==> src/rtl/y1_hit_monitor.sv <==
`default_nettype none
// ============================================================================
// Module   : y1_hit_monitor
// Purpose  : Watches the y1 matcher hit stream. It counts valid hits
//            (saturating at 255) and tracks the length of the current run of
//            consecutive valid hits (saturating at 15). When a run reaches
//            THRESH it raises alarm, which stays set until ack.
// Revision : 1.0 - initial release
// ============================================================================
module y1_hit_monitor #(
   parameter int THRESH = 4        // consecutive valid hits that raise alarm, 1..15
) (
   input  logic       clk,
   input  logic       rst,
   input  logic       in_valid,
   input  logic       hit,
   input  logic       ack,
   input  logic       clr,
   output logic       alarm,
   output logic [7:0] hit_count,
   output logic [3:0] run_len,
   output logic [1:0] state
);

   localparam logic [1:0] S_IDLE  = 2'd0;
   localparam logic [1:0] S_RUN   = 2'd1;
   localparam logic [1:0] S_ALARM = 2'd2;

   localparam logic [3:0] C_THRESH  = 4'(THRESH);
   localparam logic [3:0] C_RUN_MAX = 4'd15;
   localparam logic [7:0] C_CNT_MAX = 8'd255;

   logic [1:0] state_q, state_d;
   logic [3:0] run_q,   run_d;
   logic [7:0] cnt_q,   cnt_d;
   logic       alarm_q, alarm_d;

   // A sample exists only when in_valid is high; gaps are neither hit nor miss.
   logic       w_hit_s;
   logic       w_miss_s;
   logic [3:0] w_run_inc;

   assign w_hit_s   = in_valid & hit;
   assign w_miss_s  = in_valid & ~hit;
   assign w_run_inc = (run_q == C_RUN_MAX) ? C_RUN_MAX : run_q + 4'd1;

   // Hit counter: clr wins over the old value but still counts a same-cycle hit.
   always_comb begin
      cnt_d = cnt_q;
      if (clr) begin
         cnt_d = {7'd0, w_hit_s};
      end else if (w_hit_s && (cnt_q != C_CNT_MAX)) begin
         cnt_d = cnt_q + 8'd1;
      end
   end

   // Run length: an ack from ALARM restarts the run, counting a same-cycle hit.
   always_comb begin
      run_d = run_q;
      if ((state_q == S_ALARM) && ack) begin
         run_d = w_hit_s ? 4'd1 : 4'd0;
      end else if ((state_q != S_IDLE) && (state_q != S_RUN) && (state_q != S_ALARM)) begin
         run_d = 4'd0;
      end else if (w_hit_s) begin
         run_d = w_run_inc;
      end else if (w_miss_s) begin
         run_d = 4'd0;
      end
   end

   // Next-state logic; threshold is compared against the updated run length.
   always_comb begin
      state_d = state_q;
      case (state_q)
         S_IDLE: begin
            if (w_hit_s) begin
               state_d = (run_d == C_THRESH) ? S_ALARM : S_RUN;
            end
         end
         S_RUN: begin
            if (w_miss_s) begin
               state_d = S_IDLE;
            end else if (w_hit_s && (run_d == C_THRESH)) begin
               state_d = S_ALARM;
            end
         end
         S_ALARM: begin
            if (ack) begin
               if (w_hit_s) begin
                  state_d = (run_d == C_THRESH) ? S_ALARM : S_RUN;
               end else begin
                  state_d = S_IDLE;
               end
            end
         end
         default: begin
            state_d = S_IDLE;
         end
      endcase
   end

   // Output decode: alarm is registered alongside the state it mirrors.
   always_comb begin
      alarm_d = (state_d == S_ALARM);
   end

   // State and datapath registers with synchronous reset.
   always_ff @(posedge clk) begin
      if (rst) begin
         state_q <= S_IDLE;
         run_q   <= 4'd0;
         cnt_q   <= 8'd0;
         alarm_q <= 1'b0;
      end else begin
         state_q <= state_d;
         run_q   <= run_d;
         cnt_q   <= cnt_d;
         alarm_q <= alarm_d;
      end
   end

   assign alarm     = alarm_q;
   assign hit_count = cnt_q;
   assign run_len   = run_q;
   assign state     = state_q;

endmodule
`default_nettype wire

==> config.mk <==
export PLATFORM = sky130hd
export DESIGN_NAME = y1_hit_monitor
export DESIGN_NICKNAME = d
export VERILOG_FILES = /design/src/rtl/y1_hit_monitor.sv
export SDC_FILE = /design/constraint.sdc
export NUM_CORES = 1
export LEC_CHECK = 0
export BUFFER_PORTS_ARGS = -buffer_cell sky130_fd_sc_hd__buf_4
export CAP_MARGIN = 20
export CORE_MARGIN = 3
export CORE_UTILIZATION = 50
export DETAILED_ROUTE_END_ITERATION = 16
export GPL_ROUTABILITY_DRIVEN = 0
export GPL_TIMING_DRIVEN = 1
export PLACE_DENSITY = 0.76
export SLEW_MARGIN = 40
export SYNTH_ARGS = -nofsm -noshare
export SYNTH_HDL_FRONTEND = slang
export SYNTH_SLANG_ARGS = --single-unit
==> constraint.sdc <==
create_clock -name clk -period 2 [get_ports clk]
set_clock_uncertainty 0.1 [all_clocks]
set_input_delay 0.1 -clock clk [delete_from_list [all_inputs] [get_ports clk]]
set_output_delay 0.1 -clock clk [all_outputs]
set_load 0.005 [all_outputs]
==> metrics.yaml <==
die:
  initial_core_util_pct: 57.10
  die_w_um: 45.74
  die_area_um2: 2092
  core_um2: 1383
  placementRows: 13
  die_h_um: 45.74
  top_level_ports: 21
timing:
  max_freq_mhz: 538.6
  drv_slew: 0
  rsz0062_at_grt: "no"
  hold_viol: 0
  setup_slack_ns: 0.1434
  tns_ns: 0
  worstMarginPinSlew_ns: 0.4113
  min_period_ns: 1.857
  finalSetupViolCount: 0
  maxSlewHeadroom_pct: 72.58
  period_share_pct: 92.83
placement:
  detailed_place_hpwl_mm: 1.257
  place_ws_ns: 0.2682
  port_buffers: 20
  placedCellCount: 122
cts:
  path_clk_slew_ns: 0.10
  cts_root_buffer: "clkbuf_4"
  clock-sinks: 15
  postCtsSetupRepairBufs: 0
  cts_tree: "built"
  cts_buffer_depth: 2
  htree_levels: 1
  clk_latency_ns: 0.29
  cts-buffers-inserted: 3
worst_setup_path:
  path_class: "flop to flop"
  cp-end-kind: "flop"
  required_ns: 2.13
  worst-path-max-fanout: 5
  crit_arrival_ns: 1.99
  setup.worst_path.start_class: "flop"
global_routing:
  grt_pass1_wl_mm: 2.849
  grt_max_degree: 12
  grt_antenna_before_repair: 0
  grt_remaining_overflow: 0
  grt_pass1_vias: 644
  grt_use_total_pct: 18.40
routing:
  postRouteAntennaNets: 0
  wire_per_inst_um: 13.62
  viasPerCell: 5.792
  drt-total-wl_mm: 1.771
  remaining_drc_errors: 0
  dr.pass1.iters: 4
  drtIter0Drc: 9
  vias: 753
synth:
  avgSynthCellArea_um2: 8.676
  synth_area_leader_cell: "dfxtp_1"
  seq_area_frac_synth_pct: 38.03
  yosys.area.top_type_share_pct: 38.03
  ys_ff_latch: 15
  synth_cell_types: 34
  synth_area_leaders: "dfxtp_1 38%, xor2_1 5.5%, nor2_1 4.8%"
  yosys_warnings: 0
  syn_area_um2: 789.5
  syn_nets: 99
  syn_inst: 91
cells_and_area:
  drive_above_1_share_pct: 26.96
  antenna-diode-count: 0
  fin_cells: 130
  area_growth_pct: 28.37
  fin_util_pct: 73.30
  nets: 124
pwr:
  p_per_area_nw_per_um2: 550.0
  leakagePower_nw: 0.4035
  vdd_drop_max_mv: 0.5037
worst_hold_path:
  hold_class: "input port to flop"
outcome:
  outcome: "completed"
run:
  cap_violations: 0
timing repair:
item	4_1_cts	5_1_grt
endpoints found under the setup margin	0	1
hold buffers	4	0
resized for setup	0	4
hold endpoints to repair	5	0
area by class of cell:
class	count	area, um^2
repair buffers	24	190.2
clock buffers	3	22.52
fillers	111	369.1
well taps	15	18.77
flip-flops and latches	15	302.8
inverters	3	11.26
clock inverters	1	5.005
multi-input cells	69	462.9
cells by family (layout without fill, tap and decap cells):
logic type      Yosys count  in the layout  share of synthesized area, %
flops                    15             15                         38.04
mux                       3              3                         3.804
buf+inv                   7             31                         3.804
compound gates           21             21                         19.18
simple gates             37             37                         25.36
fa+ha+maj                 2              2                         3.169
xor+xnor                  6              6                         6.656
path summary, 6_finish.rpt:
path | slack, ns | to | start | depth (start not counted)
worst max-delay path | 0.14 | hit_count[0]$_SDFFE_PP0P_ | hit_count[5]$_SDFFE_PP0P_ | 4
worst min-delay path | 0.04 | run_len[2]$_SDFF_PP0_ | in_valid | 2
worst max register to register | 0.14 | hit_count[0]$_SDFFE_PP0P_ | hit_count[5]$_SDFFE_PP0P_ | 4
worst min register to register | 0.42 | run_len[1]$_SDFF_PP0_ | run_len[1]$_SDFF_PP0_ | 2
worst max-delay path: stages (launching register included):
cell	delay, ns
dfxtp_1	0.40
and4_2	0.30
a41oi_1	0.17
o41ai_1	0.25
dlygate4sd3_1	0.58
cells in the final DEF (no fill, tap or decap), drive strengths merged:
cell | netlist | routed
or2 | 1 | 1
and3 | 1 | 1
buf | 1 | 20
a2111o | 1 | 1
nor2 | 10 | 10
nor3 | 3 | 3
and4 | 1 | 1
o21ai | 4 | 4
xor2 | 5 | 5
dfxtp | 15 | 15
ha | 2 | 2
a41oi | 3 | 3
o211ai | 1 | 1
o2bb2ai | 2 | 2
nand2 | 6 | 6
mux2i | 3 | 3
clkbuf | 3 | 3
a31oi | 1 | 1
a211oi | 1 | 1
clkinv | 0 | 1
nand3b | 1 | 1
nand2b | 2 | 2
nor3b | 2 | 2
o41ai | 3 | 3
dlygate4sd3 | 0 | 4
nand4 | 3 | 3
nand3 | 5 | 5
a21oi | 4 | 4
nor2b | 2 | 2
xnor2 | 1 | 1
o32ai | 1 | 1
inv | 3 | 3
flip-flops by register name, indices dropped and copies added (netlist names):
signal,cells
alarm,1
hit_count,8
run_len,4
state,2
cell usage after synthesis:
master     instances
inv_2              1
o32ai_1            1
clkbuf_1           3
a31oi_1            1
nor2b_1            2
and4_1             1
nand3b_1           1
nand2_4            1
nand2_1            5
o211ai_1           1
or2_0              1
mux2i_1            3
nor2_1            10
ha_1               2
xor2_1             5
a2111o_1           1
and3_1             1
a211oi_1           1
nand2b_1           2
nand4_1            3
nand3_1            5
o21ai_1            2
nor3_1             2
a21oi_1            4
buf_4              1
o21ai_0            2
o41ai_1            3
o2bb2ai_1          2
a41oi_1            3
nor3_2             1
dfxtp_1           15
xnor2_1            1
inv_1              2
nor3b_1            2
per-stage QoR:
step	area [um^2]	power (mW)	hold slack (ns)
final	1013	0.5574	0.03506
after CTS	1007	0.5589	0.02961
after detailed placement	939.7	0.3811	0.2180
after global routing	1013	0.5839	0.04415
after floorplan	789.5	0.3551	0.1023
after global placement	939.7	0.3799	0.2163
power by group:
part | leakage (nW) | total (mW) | internal [mW] | switching [mW]
combinational | 0.263 | 0.0684 | 0.0343 | 0.0341
clock | 0.0177 | 0.176 | 0.0743 | 0.102
sequential | 0.123 | 0.313 | 0.304 | 0.00886
total | 0.404 | 0.557 | 0.413 | 0.145
routing by layer:
layer | part of all wire [%] | vias up | global-route usage, %
met4 | 1.3 | 0 | 5.114
met3 | 4.6 | 4 | 3.557
met2 | 41 | 17 | 27.30
met5 | 0 | - | 0
li1 | - | 386 | -
met1 | 53 | 346 | 26.92
Power figures use the tool's default switching activity.
